[src/rtl/cm_loader.sv]
// rtl/cm_loader.sv - Context-memory loader: streams host words into consecutive context-memory locations
//
// Purpose:
//   Accepts a load request (base address, word count), then writes each
//   handshaked host word into context memory at an incrementing address.
//   The address wraps modulo DEPTH. IDLE -> LOAD -> DONE -> IDLE.
//
// Ports:
//   clk        in   rising-edge system clock
//   reset      in   asynchronous active-low reset
//   start      in   load request, sampled only in IDLE
//   base_addr  in   first write address, captured on accepted start
//   word_cnt   in   number of words (0..DEPTH valid, larger is rejected)
//   in_valid   in   host word valid
//   in_data    in   host word
//   in_ready   out  loader can accept a word this cycle
//   wr_cm_en   out  context-memory write strobe (registered)
//   cm_addr    out  write address (registered)
//   cm_wdata   out  write data (registered)
//   busy       out  high in LOAD and DONE
//   done       out  one-cycle completion pulse
//   err        out  one-cycle pulse for a rejected start
//   cksum      out  running XOR of written words
//
// Configuration:
//   CM_LOADER_CKSUM_EN - when defined, builds the XOR checksum register;
//                        otherwise cksum is tied to 0.

module cm_loader #(
    parameter int ADDR_W = 6,
    parameter int DATA_W = 16,
    parameter int DEPTH  = 64
) (
    input  logic              clk,
    input  logic              reset,
    input  logic              start,
    input  logic [ADDR_W-1:0] base_addr,
    input  logic [ADDR_W:0]   word_cnt,
    input  logic              in_valid,
    input  logic [DATA_W-1:0] in_data,
    output logic              in_ready,
    output logic              wr_cm_en,
    output logic [ADDR_W-1:0] cm_addr,
    output logic [DATA_W-1:0] cm_wdata,
    output logic              busy,
    output logic              done,
    output logic              err,
    output logic [DATA_W-1:0] cksum
);

    typedef enum logic [1:0] {
        IDLE = 2'd0,
        LOAD = 2'd1,
        DONE = 2'd2
    } state_t;

    localparam logic [ADDR_W:0] MAX_CNT = (ADDR_W+1)'(DEPTH);

    state_t            state_q;
    state_t            state_d;
    logic [ADDR_W-1:0] ptr_q;
    logic [ADDR_W:0]   rem_q;
    logic              start_ok;
    logic              start_bad;
    logic              hs;

    assign start_ok  = (state_q == IDLE) && start && (word_cnt <= MAX_CNT);
    assign start_bad = (state_q == IDLE) && start && (word_cnt > MAX_CNT);
    assign hs        = in_valid && in_ready;

    // State register
    always_ff @(posedge clk or negedge reset) begin
        if (!reset) begin
            state_q <= IDLE;
        end else begin
            state_q <= state_d;
        end
    end

    // Next-state logic. A zero-length request passes through LOAD with
    // remaining already 0, which places the done pulse one cycle after
    // the accepting edge, matching the timing of a normal load's tail.
    always_comb begin
        state_d = state_q;
        case (state_q)
            IDLE: if (start_ok) state_d = LOAD;
            LOAD: if (rem_q == '0) state_d = DONE;
            DONE: state_d = IDLE;
            default: state_d = IDLE;
        endcase
    end

    // Outputs decoded from state (in_ready never looks at in_valid)
    always_comb begin
        in_ready = (state_q == LOAD) && (rem_q != '0);
        busy     = (state_q != IDLE);
        done     = (state_q == DONE);
    end

    // Pointer, remaining counter and registered write port
    always_ff @(posedge clk or negedge reset) begin
        if (!reset) begin
            ptr_q    <= '0;
            rem_q    <= '0;
            wr_cm_en <= 1'b0;
            cm_addr  <= '0;
            cm_wdata <= '0;
            err      <= 1'b0;
        end else begin
            wr_cm_en <= hs;
            err      <= start_bad;
            if (start_ok) begin
                ptr_q <= base_addr;
                rem_q <= word_cnt;
            end else if (hs) begin
                cm_addr  <= ptr_q;
                cm_wdata <= in_data;
                // Natural ADDR_W-bit overflow gives the modulo-DEPTH wrap
                ptr_q    <= ptr_q + ADDR_W'(1);
                rem_q    <= rem_q - (ADDR_W+1)'(1);
            end
        end
    end

`ifdef CM_LOADER_CKSUM_EN
    logic [DATA_W-1:0] cksum_q;

    always_ff @(posedge clk or negedge reset) begin
        if (!reset) begin
            cksum_q <= '0;
        end else if (start_ok) begin
            cksum_q <= '0;
        end else if (hs) begin
            cksum_q <= cksum_q ^ in_data;
        end
    end

    assign cksum = cksum_q;
`else
    assign cksum = '0;
`endif

endmodule
[config.mk]
export PLATFORM = sky130hd
export DESIGN_NAME = cm_loader
export DESIGN_NICKNAME = d
export VERILOG_FILES = /design/src/rtl/cm_loader.sv
export SDC_FILE = /design/constraint.sdc
export NUM_CORES = 1
export LEC_CHECK = 0
export CAP_MARGIN = 20
export CORE_MARGIN = 2
export CORE_UTILIZATION = 39
export CTS_CLUSTER_DIAMETER = 30
export DETAILED_ROUTE_END_ITERATION = 8
export MAX_ROUTING_LAYER = met4
export PLACE_DENSITY = 0.77
export SLEW_MARGIN = 20
export SYNTH_ARGS = -nofsm -noshare
export SYNTH_HDL_FRONTEND = slang
export SYNTH_SLANG_ARGS = --single-unit
export TNS_END_PERCENT = 50
[constraint.sdc]
create_clock -name clk -period 1.9 [get_ports clk]
set_input_delay 0.19 -clock clk [delete_from_list [all_inputs] [get_ports clk]]
set_output_delay 0.19 -clock clk [all_outputs]
set_load 0.05 [all_outputs]
# --- After elaboration in Yosys (flattened, before gate mapping) ---
# Index checks and enable logic that the tools add are counted.
totals:
  mem_count: 0
  reg_bits: 39
  output_inout_bits: 43
  mem_bits_ro: 0
  input_bits: 33
  ram_bits: 0
  latchBits: 0
  word_cells: 35
classes:
  n_shift: 0
  reduce_logical: 12
  muxes: 7
  magnitude_cmp: 2
  bitwise_logic: 1
  n_eq_ne: 4
  n_addsub: 2
  n_mul: 0
  div: 0
op_table:
  columns: ["operator", "n"]
  rows:
  - ["7-bit 2-to-1 mux", 2]
  - ["6-bit 2-to-1 mux", 2]
  - ["7-bit > comparator (second input constant)", 1]
  - ["7-bit <= comparator (second input constant)", 1]
  - ["7-bit zero test", 1]
  - ["7-bit nonzero test", 1]
  - ["7-bit by 1-bit subtractor with 7-bit output (second input constant)", 1]
  - ["6-bit by 1-bit adder with 6-bit output (second input constant)", 1]
  - ["1-bit logical AND", 5]
  - ["2-bit 2-to-1 mux", 2]
  - ["2-bit inequality test (second input constant)", 2]
  - ["2-bit one-hot mux with 2 select lines", 1]
  - ["2-bit AND reduction", 2]
  - ["2-bit nonzero test", 2]
  - ["2-bit by 1-bit equality test with 1-bit output (second input constant)", 1]
  - ["2-bit equality test (second input constant)", 1]
  - ["2-bit zero test", 1]
  - ["1-bit NOT", 1]

# --- Depth between registers and ports, before layout ---
# Gate-level depths: netlist of the first run.
depth:
  ltp_word: 5
  depth_mapped: 9
  ltp_nobuf: 7

# --- Least setup slack after synthesis of the first run ---
# No wires, ideal clock.
synth_timing:
  path_type: "register to register"
  start: "reg rem_q[0]"
  end: "reg state_q[0]"
  arrival_ns: 1.733
  setup_time_ns: 0.068
  setup_slack_ns: 0.099
  required_time_ns: 1.832
  n_path_buf: 0
  synth_period_minus_slack_ns: 1.801
  stages_incl_launch_ff: 6
  path_cell_list: "dfrtp_1 -> inv_1 -> ha_1 -> nor2b_1 -> a21oi_1 -> or2_1"
synth_between:
  elab_chain_cells: 3
synth_rtl:
  columns: ["item", "line_no", "text"]
  rows:
  - ["start: declaration", "62", "logic [ADDR_W:0] rem_q;"]
  - ["start signal: assignment", "114", "rem_q <= word_cnt;"]
  - ["start signal: assignment", "120", "rem_q <= rem_q - (ADDR_W+1)'(1);"]
  - ["7-bit zero test", "87", "LOAD: if (rem_q == '0) state_d = DONE;"]
  - ["2-bit inequality test (no source line)", null, null]
  - ["2-bit AND reduction (no source line)", null, null]
  - ["end signal: assignment", "76", "state_q <= state_d;"]
  - ["end: declaration", "59", "state_t state_q;"]
# Every way passes these cells.
# A chain may end at the register's enable or synchronous reset.

# --- Worst setup path after layout of the first run ---
layout_timing:
  start: "in word_cnt[1]"
  end: "reg rem_q[5]"
layout_between:
  elab_chain_cells: 3
  elab_cells_between_ends: 4
  classes_between: "1 x order compare; 1 x mux; 2 x reduce/logical"
layout_rtl:
  columns: ["item", "line_no", "text"]
  rows:
  - ["start: declaration", "38", "input logic [ADDR_W:0] word_cnt,"]
  - ["7-bit <= comparator (*)", "67", "assign start_ok = (state_q == IDLE) && start && (word_cnt <= MAX_CNT);"]
  - ["1-bit logical AND (*)", "67", null]
  - ["7-bit 2-to-1 mux / 2-bit nonzero test (equally long branches)", null, null]
# Every way passes the cells marked *; elsewhere a longest branch is shown, timed or not.

==> metrics, run 1 <==
status=finished, final reports clean; worst IR drop on VDD=between 900 and 1000 µV; number of buffers created by CTS=5; register bit total from synthesis=39; register area=between 900 and 1000 µm²; Final Hold Viols=0; footprint of the multi-input gates=800 µm²; Post-DP Area=around 2500 µm²; Reg-to-Reg Start=rem_q[4]; WP data required=a little over 2 ns; vias=1,590; synth top area cells=dfrtp_1 (52%), nand2_1 (14%), buf_4 (6.8%); Port Buf Inserts=59; Top Usage Layer GRT=met2; Area growth syn-to-layout=41.7%; met3 track demand over resource=4.25%; Clock Sinks=39; minimum clock period=roughly 1.8 ns; pin count of the biggest net entering global routing=20; Root Driver=clkbuf_8; RR Endpoint=ptr_q[3]; fillcell total=about 420; drc violations=0; CP peak stage delay=about 0.5 ns; RSZ-0062 raised after global routing=no; GRT overflow=0; syn avg cell area=about 9 µm²; max-slew violation count=0; Power Dens Cells=1840 nW/µm²; clock-pin slew on the worst setup and hold paths=~0.070 ns; die height=approximately 73 µm; clk_lat worst skew=~0.28 ns; Layout Skew=~0.0024 ns; Slew @ Worst Pin=just over 0.5 ns; total wire length=just under 4 mm; post-route cell area=around 2700 µm²; CP endpoint kind=flop; Yosys top cell by area=dfrtp_1; GR Util met1=around a fifth; CP cell instances=clkdlybuf4s50_1 -> or4_1 -> o31a_1 -> o21a_4 -> a221o_1; Mapped Cells=203; gr usage total=15.9%; ANT cells=0; crit start category=input pin; worst hold start=word_cnt[0]; Core Footprint=around 4700 µm²; Yosys cell types=38; hold depth=2; antenna violation net count after detailed routing=0; TritonCTS clock tree=yes; Nets=roughly 310; I/O Pins=76; routability cong.=between 0.8 and 0.9; GRT met2 Usage=between 20% and 30%; FF-to-FF setup slack=~0.19 ns; worst hold-check path type=input pin to flop; WP data arrival=around 2.0 ns; Post-Synthesis Cell Area=roughly 1900 µm²; die area=~5400 µm²; post-layout util=between 50 and 60%; Seq/Total Area, Yosys=between 50% and 60%; DR pass1 iterations=4; maximum root-to-sink buffer count=2; Detail Placement HPWL=just under 3 mm; DR iter-0 viols=roughly 110; Final Cycle Share=between 90% and 100%; initial antenna violation count=0; Slew HR=about two thirds; Slowest cell on crit path=or4_1; r2r worst-path depth=5; first-pass GRT wire length=6.38 mm; number of global-route vias before repair=1,393; layout cells sized above 1=between 10% and 20%; postcts setup bufs=0; Rows=25; ys async rst share=100%; Ys Warns=0; leakage=about 1.3 nW; maximum fanout along the worst path=12; dominant synthesized flop cell=dfrtp_1; final setup fails=0; max-cap viol count=0; share of the synthesized area in the top cell type=about half; WL per Instance=roughly 12 µm; Post-synth EDFFs=0; Vias/cell=4.88; H-tree Lvls=2; Initial Utilization=40.1%; die width=between 70 and 80 µm; worst min-delay path endpoint=rem_q[0]; critical path class=input pin to flop; FMAX=543 MHz
==> synth_stat cells, drive strengths merged, types with 2 or more instances <==
master / number
inv: 3
ha: 2
or4: 2
or3: 2
o31ai: 2
nand2: 71
buf: 23
nand3: 2
nor2: 6
clkbuf: 2
o21ai: 2
nor4: 2
or2: 5
and2: 2
nor3: 2
a21oi: 7
nor2b: 4
dfrtp: 39
nand2b: 4
a221o: 10
==> registers in the layout, indices dropped and copies added, names as in the netlist <==
name,flops
cm_addr,6
ptr_q,6
rem_q,7
state_q,2
err,1
wr_cm_en,1
cm_wdata,16
==> layout by cell type (no fill, tap or decap), types with 2 or more instances in the layout <==
cell type,netlist,routed
nand2_1,71,71
clkdlybuf4s50_1,0,54
dfrtp_1,39,39
conb_1,1,16
buf_4,17,12
a221o_1,10,10
a21oi_1,7,7
nor2_1,6,6
clkbuf_8,0,6
or2_2,4,4
nand2b_1,4,4
nor2b_1,4,3
inv_1,2,2
or4_1,2,2
or3_1,2,2
o31ai_1,2,2
nor3_1,2,2
nand3_1,2,2
ha_1,2,2
dlymetal6s2s_1,0,2
==> critical path, delay by kind of cell <==
| family | cells | cell delay [ns] |
|---|---|---|
| buffers and inverters | 1 | 0.42 |
| AO/OA/AOI/OAI | 3 | 0.90 |
| AND/OR/NAND/NOR | 1 | 0.50 |
==> cell families after synthesis <==
kind of cell    Yosys count  share of synthesized area [%]
simple gates            105                           25.2
flops                    39                           51.9
compound gates           28                           11.7
buf+inv                  28                           9.72
fa+ha+maj                 2                           1.33
other cells               1                          0.200
==> where the power goes <==
part / switching, mW / internal (mW) / total (mW)
clock: 0.276 / 0.425 / 0.700
combinational: 1.68 / 1.03 / 2.71
sequential: 0.277 / 1.20 / 1.48
total: 2.23 / 2.66 / 4.89
==> area by class of cell <==
class / instances / share of cell area [%]
sequential: 39 / 36.7
multi-input combinational: 151 / 30.0
timing repair buffer: 71 / 25.9
clock buffer: 6 / 3.10
tap: 54 / 2.54
clock inverter: 2 / 1.32
inverter: 3 / 0.423
==> metrics by stage <==
step                setup WS (ns)  instances  hold WS (ns)  total power, mW  TNS (ns)
floorplan                  0.0988        218        -0.106             3.31         0
global placement           -0.353        317         0.130             4.13     -3.51
detailed placement         -0.381        317         0.134             4.18     -3.69
CTS                       0.00612        326         0.366             4.90         0
global route               0.0143        326         0.182             5.23         0
finish                     0.0584        326         0.171             4.89         0
==> worst max-delay path by stage <==
stage,endpoint,from,depth (start not counted),slack [ns]
detailed placement,rem_q[5],word_cnt[0],5,-0.38
CTS,busy,state_q[0],2,0.006
global route,rem_q[5],word_cnt[1],5,0.01
finish,rem_q[5],word_cnt[1],5,0.06
global placement,rem_q[5],word_cnt[0],5,-0.35
floorplan,state_q[0],rem_q[0],5,0.1
==> routing by layer <==
layer,wire length (µm),vias up
met5,0,-
met4,38,0
met3,275,4
met2,1870,59
met1,1770,747
li1,-,780
==> timing repair <==
item	CTS	global route
endpoints found under the setup margin	4	12
resized for setup	1	6
pin swaps	0	1
hold buffers	1	0
endpoints found under the hold margin	16	0
No activity file was read; power rests on OpenSTA's default activity.
==> inputs of run 2 (changes only) <==
--- a/config.mk
+++ b/config.mk
@@ -12,7 +12,6 @@
 export DETAILED_ROUTE_END_ITERATION = 8
 export MAX_ROUTING_LAYER = met4
 export PLACE_DENSITY = 0.77
-export SLEW_MARGIN = 20
 export SYNTH_ARGS = -nofsm -noshare
 export SYNTH_HDL_FRONTEND = slang
 export SYNTH_SLANG_ARGS = --single-unit
==> results of run 2 <==
No change in the layout: final DEF, timing and power equal those of run 1.
==> inputs of run 3 (changes only) <==
--- a/config.mk
+++ b/config.mk
@@ -12,6 +12,7 @@
 export DETAILED_ROUTE_END_ITERATION = 8
 export MAX_ROUTING_LAYER = met4
 export PLACE_DENSITY = 0.77
+export SLEW_MARGIN = 10
 export SYNTH_ARGS = -nofsm -noshare
 export SYNTH_HDL_FRONTEND = slang
 export SYNTH_SLANG_ARGS = --single-unit
==> results of run 3 <==
No change in the layout: final DEF, timing and power equal those of run 1.
